[src/rtl/display_pkg.sv]
// Shared definitions for the score display path: digit count, saturation
// limit, the "shows 0" blank pattern and the converter state encoding.
package display_pkg;

    localparam int          DIGITS      = 8;
    localparam logic [26:0] MAX_DISPLAY = 27'd99_999_999;
    localparam logic [7:0]  BLANK_ZERO  = 8'b1111_1110;

    typedef enum logic [1:0] {
        IDLE,
        SHIFT,
        FINISH
    } state_t;

    // Leading-zero suppression: a digit is dark when it and every more
    // significant digit are zero; the units digit always stays lit.
    function automatic logic [DIGITS-1:0] blank_mask(input logic [4*DIGITS-1:0] bcd);
        logic seen_nz;
        blank_mask = '0;
        seen_nz    = 1'b0;
        for (int i = DIGITS - 1; i >= 1; i--) begin
            seen_nz       = seen_nz | (bcd[4*i +: 4] != 4'd0);
            blank_mask[i] = ~seen_nz;
        end
    endfunction

endpackage

[src/rtl/bcd_digit_adjust.sv]
// One double-dabble digit correction: add 3 to a BCD digit of 5 or more so
// the following left shift carries correctly into the next decade.
module bcd_digit_adjust (
    input  logic [3:0] digit,
    output logic [3:0] adjusted
);

    assign adjusted = (digit >= 4'd5) ? digit + 4'd3 : digit;

endmodule

[src/rtl/bcd_score_converter.sv]
// Iterative binary-to-BCD converter (shift-and-add-3, one bit per clock)
// producing eight held BCD digits, a leading-zero blank mask and overflow.
module bcd_score_converter #(
    parameter int WIDTH  = 27,
    parameter int DIGITS = display_pkg::DIGITS
) (
    input  logic             clock,
    input  logic             reset,
    input  logic [WIDTH-1:0] value,
    input  logic             start,
    output logic             busy,
    output logic             done,
    output logic             overflow,
    output logic [3:0]       BCD7,
    output logic [3:0]       BCD6,
    output logic [3:0]       BCD5,
    output logic [3:0]       BCD4,
    output logic [3:0]       BCD3,
    output logic [3:0]       BCD2,
    output logic [3:0]       BCD1,
    output logic [3:0]       BCD0,
    output logic [7:0]       blank
);

    import display_pkg::*;

    localparam int CNT_W = $clog2(WIDTH + 1);
    localparam int SCR_W = 4 * DIGITS;
    localparam int MAX_W = (WIDTH > 27) ? WIDTH : 27;

    state_t           state, state_nxt;
    logic [CNT_W-1:0] cnt;
    logic [WIDTH-1:0] shreg;
    logic [SCR_W-1:0] scratch;
    logic [SCR_W-1:0] scratch_adj;
    logic             ovf_pending;
    logic [SCR_W-1:0] bcd_q;
    logic [7:0]       blank_q;
    logic             overflow_q;
    logic             done_q;

    function automatic logic [SCR_W-1:0] saturate_bcd(input logic ovf,
                                                      input logic [SCR_W-1:0] raw);
        return ovf ? {DIGITS{4'd9}} : raw;
    endfunction

    for (genvar g = 0; g < DIGITS; g++) begin : g_adj
        bcd_digit_adjust u_adj (
            .digit   (scratch[4*g +: 4]),
            .adjusted(scratch_adj[4*g +: 4])
        );
    end

    always_comb begin
        state_nxt = state;
        unique case (state)
            IDLE:    if (start) state_nxt = SHIFT;
            SHIFT:   if (cnt == CNT_W'(1)) state_nxt = FINISH;
            FINISH:  state_nxt = IDLE;
            default: state_nxt = IDLE;
        endcase
    end

    always_ff @(posedge clock) begin
        if (reset) state <= IDLE;
        else       state <= state_nxt;
    end

    // Shift datapath; a carry out of the top decade also marks overflow.
    always_ff @(posedge clock) begin
        if (state == IDLE && start) begin
            shreg       <= value;
            scratch     <= '0;
            cnt         <= CNT_W'(WIDTH);
            ovf_pending <= MAX_W'(value) > MAX_W'(MAX_DISPLAY);
        end else if (state == SHIFT) begin
            scratch     <= {scratch_adj[SCR_W-2:0], shreg[WIDTH-1]};
            shreg       <= shreg << 1;
            cnt         <= cnt - CNT_W'(1);
            ovf_pending <= ovf_pending | scratch_adj[SCR_W-1];
        end
    end

    // Result registers: previous result held until the conversion completes.
    always_ff @(posedge clock) begin
        if (reset) begin
            done_q     <= 1'b0;
            overflow_q <= 1'b0;
            bcd_q      <= '0;
            blank_q    <= BLANK_ZERO;
        end else begin
            done_q <= (state == FINISH);
            if (state == FINISH) begin
                bcd_q      <= saturate_bcd(ovf_pending, scratch);
                blank_q    <= blank_mask(saturate_bcd(ovf_pending, scratch));
                overflow_q <= ovf_pending;
            end
        end
    end

    always @(posedge clock) begin
        if (!reset && state == SHIFT) begin
            for (int d = 0; d < DIGITS; d++) begin
                assert (scratch[4*d +: 4] <= 4'd9)
                    else $error("bcd_score_converter: scratch digit %0d exceeds 9", d);
            end
        end
    end

    assign busy     = (state != IDLE);
    assign done     = done_q;
    assign overflow = overflow_q;
    assign blank    = blank_q;
    assign BCD0     = bcd_q[3:0];
    assign BCD1     = bcd_q[7:4];
    assign BCD2     = bcd_q[11:8];
    assign BCD3     = bcd_q[15:12];
    assign BCD4     = bcd_q[19:16];
    assign BCD5     = bcd_q[23:20];
    assign BCD6     = bcd_q[27:24];
    assign BCD7     = bcd_q[31:28];

endmodule

[config.mk]
export PLATFORM = sky130hd
export DESIGN_NAME = bcd_score_converter
export DESIGN_NICKNAME = d
export VERILOG_FILES = /design/src/rtl/display_pkg.sv /design/src/rtl/bcd_digit_adjust.sv /design/src/rtl/bcd_score_converter.sv
export SDC_FILE = /design/constraint.sdc
export NUM_CORES = 1
export LEC_CHECK = 0
export CORE_MARGIN = 4
export CORE_UTILIZATION = 54
export CTS_BUF_LIST = sky130_fd_sc_hd__clkbuf_16
export CTS_CLUSTER_SIZE = 20
export DETAILED_ROUTE_END_ITERATION = 8
export PLACE_DENSITY = 0.8
export SYNTH_ARGS = -nofsm -noshare
export SYNTH_HDL_FRONTEND = slang
export SYNTH_SLANG_ARGS = --single-unit
[constraint.sdc]
create_clock -name clock -period 2.35 [get_ports clock]
set_input_delay 0.47 -clock clock [delete_from_list [all_inputs] [get_ports clock]]
set_output_delay 0.47 -clock clock [all_outputs]
set_load 0.01 [all_outputs]
==> impl_metrics.ini <==
[finish]
fillerInstances = 687
num_antenna_cells = 0
syn_to_final_growth_pct = 23.4
drive_gt1_share_pct = 5.80
fin_cells = 729
nets = 664

[synthesis]
yosysWarningCount = 0
synth-seq-cells = 108
ys.flop_type = dfxtp_1
yosysTopAreaCell = dfxtp_1
synth-edff-count = 28
ys_types = 38
seq_area_frac_synth_pct = 50.5
async_reset_ff_share_pct = 0
syn-mean-instance-area_sq_um = 8.70
synth_commonest_cells = nand2_1, dfxtp_1, a21oi_1
synth_nets = 604
yosysTopAreaCellShare_pct = 33.1
synthCells = 556
synth.most_common_cell = nand2_1
synthTopCellsByArea = dfxtp_1, edfxtp_1, nand2_1
syn-cell-area_sq_mm = 0.00484

[grt]
antenna_found_initial = 0
grt_pass1_wl_um = 17600
gr-total-overflow = 0
gr-max-usage-layer = met2
grt_max_degree = 44
use_met1_pct = 29.7
grt_pass1_vias = 3755
use_met3_pct = 3.32
track_usage_pct = 21.1
use_met2_pct = 32.4

[place]
placed_cells = 713
dp_slack_ns = 0.379
gp_congestion = 0.834
hpwl_um = 7570
numPortBuffers = 71

[pwr]
p_leak_nw = 2.22
power_w = 0.00400
power_density_mw_per_mm2 = 670
irDropWorstVdd_uv = 351

[setup_path]
path_max_fanout = 5
reg2reg_depth = 4
crit_type = flip-flop to output pin
arrival_ns = 1.49
reg2reg_slack_ns = 0.44
reg2reg_from = ovf_pending
crit_path_end_kind = output pin
r2r_end = blank[1]
cp.required_ns = 1.88
cp-start-kind = flip-flop

[routing]
dr.pass1.iters = 4
ant_nets = 0
dr.first_iter.drc_count = 224
drc = 0
viasPerCell = 5.50
drt-wirelength-per-cell_um = 14.6
num_vias = 4007
wl_um = 10700

[cts]
htreeDepth = 3
numCtsBuffers = 9
worstSkewPairLatency_ns = 0.34
postCtsSetupRepairBufs = 0
ctsLongestPathBuffers = 2
cts-root-buf = clkbuf_16
cts_resized = 0
clk_pin_slew_worst_paths_ns = 0.07
cts_tree = yes
holdBufCountCts = 0
clock-sinks = 108

[hold_path]
min_to = bcd_q[31]
hold_class = flip-flop to flip-flop
min_path_cells = 2
min-delay-start = bcd_q[31]

[sta]
slew_headroom_pct = 48.8
worst_slew_pin_slew_ns = 0.769
hold_viol = 0
finalSetupTns_ns = 0
fin_skew_ns = 0.00645
rsz0062_at_grt = false
slew_violations = 0
fin_ws_ns = 0.388
setup_viol = 0
fmax_mhz = 510
fin_crit_ns = 1.96
fin_crit_sh_pct = 83.5

[floorplan]
die_x_um = 103
row_count = 34
start_util_pct = 55.5
io_pins = 73
die_area_sq_mm = 0.0105
core_sq_mm = 0.00872
die_h_um = 103

[run_status]
status = finished clean

[run]
maxCapViolCount = 0
-- critical path: stages, from the launching register on --
cell and delay, ns:
dfxtp_1 0.35, nor2_1 0.26, inv_1 0.07, clkdlybuf4s50_1 0.48
-- stage by stage --
step	util, %	hold slack, ns	area (sq um)
CTS	68.4	0.454	5970
global route	68.4	0.465	5970
finish	68.4	0.453	5970
floorplan	-	0.418	4840
global placement	65.0	0.430	5670
detailed placement	65.0	0.438	5670
-- registers in the layout (all words and copies together) (netlist names) --
register / count
bcd_q: 32
blank: 7
cnt: 5
done: 1
overflow: 1
ovf_pending: 1
scratch: 32
shreg: 27
state: 2
-- placed cells by master (no fill, tap or decap), drive strengths merged, types with 2 or more instances in the layout --
master / synthesis / final
a211oi: 2 / 2
mux2: 8 / 8
xnor2: 10 / 10
edfxtp: 28 / 28
nand2b: 12 / 12
a221o: 2 / 2
buf: 11 / 14
o31ai: 2 / 2
inv: 19 / 21
nand3b: 8 / 8
nand2: 117 / 117
nor2b: 3 / 3
clkinv: 0 / 3
xor2: 9 / 9
or4: 2 / 2
nor3: 27 / 27
ha: 18 / 18
clkdlybuf4s50: 0 / 71
a21oi: 47 / 47
nor4: 3 / 3
o32ai: 7 / 7
nor2: 29 / 29
o21ai: 44 / 44
nand4: 3 / 3
dfxtp: 80 / 80
clkbuf: 25 / 10
or3: 6 / 6
nand3: 26 / 26
-- logic make-up after synthesis --
logic type	Yosys count	share of synthesized area, %
multiplexers	8	1.86
buffers and inverters	55	4.50
flip-flops	108	50.5
adder cells (fa/ha/maj)	18	4.66
XOR/XNOR	19	3.44
other	1	0.0775
AO/OA/AOI/OAI	107	12.3
AND/OR/NAND/NOR	240	22.7
-- worst max-delay path by stage --
stage	slack [ns]	endpoint	start	cells past startpoint
2_1_floorplan	0.25	ovf_pending	start	4
3_3_place_gp	0.38	ovf_pending	value[26]	5
3_5_place_dp	0.38	shreg[9]	start	4
4_1_cts	0.38	busy	state[1]	3
5_1_grt	0.22	blank[4]	ovf_pending	5
6_report	0.39	busy	state[1]	3
-- final cells by class --
type / instances / area [sq um] / share of cell area, %
Sequential cell: 108 / 2440 / 40.9
Multi-Input combinational cell: 393 / 2180 / 36.5
Timing Repair Buffer: 85 / 841 / 14.1
Clock buffer: 10 / 250 / 4.19
Tap cell: 108 / 135 / 2.26
Inverter: 19 / 71.3 / 1.20
Clock inverter: 6 / 51.3 / 0.860
-- metal layers --
layer / vias up / share of wire [%]
met4: 0 / 1.9
met5: - / 0
met1: 1835 / 47
met2: 136 / 44
li1: 2021 / -
met3: 15 / 6.6
-- report_power, final --
part,internal [W],switching (W)
logic,0.000165,0.000239
registers,0.00202,0.0000462
clock network,0.000877,0.000647
total,0.00306,0.000933
(Power assumes the default switching activity.)
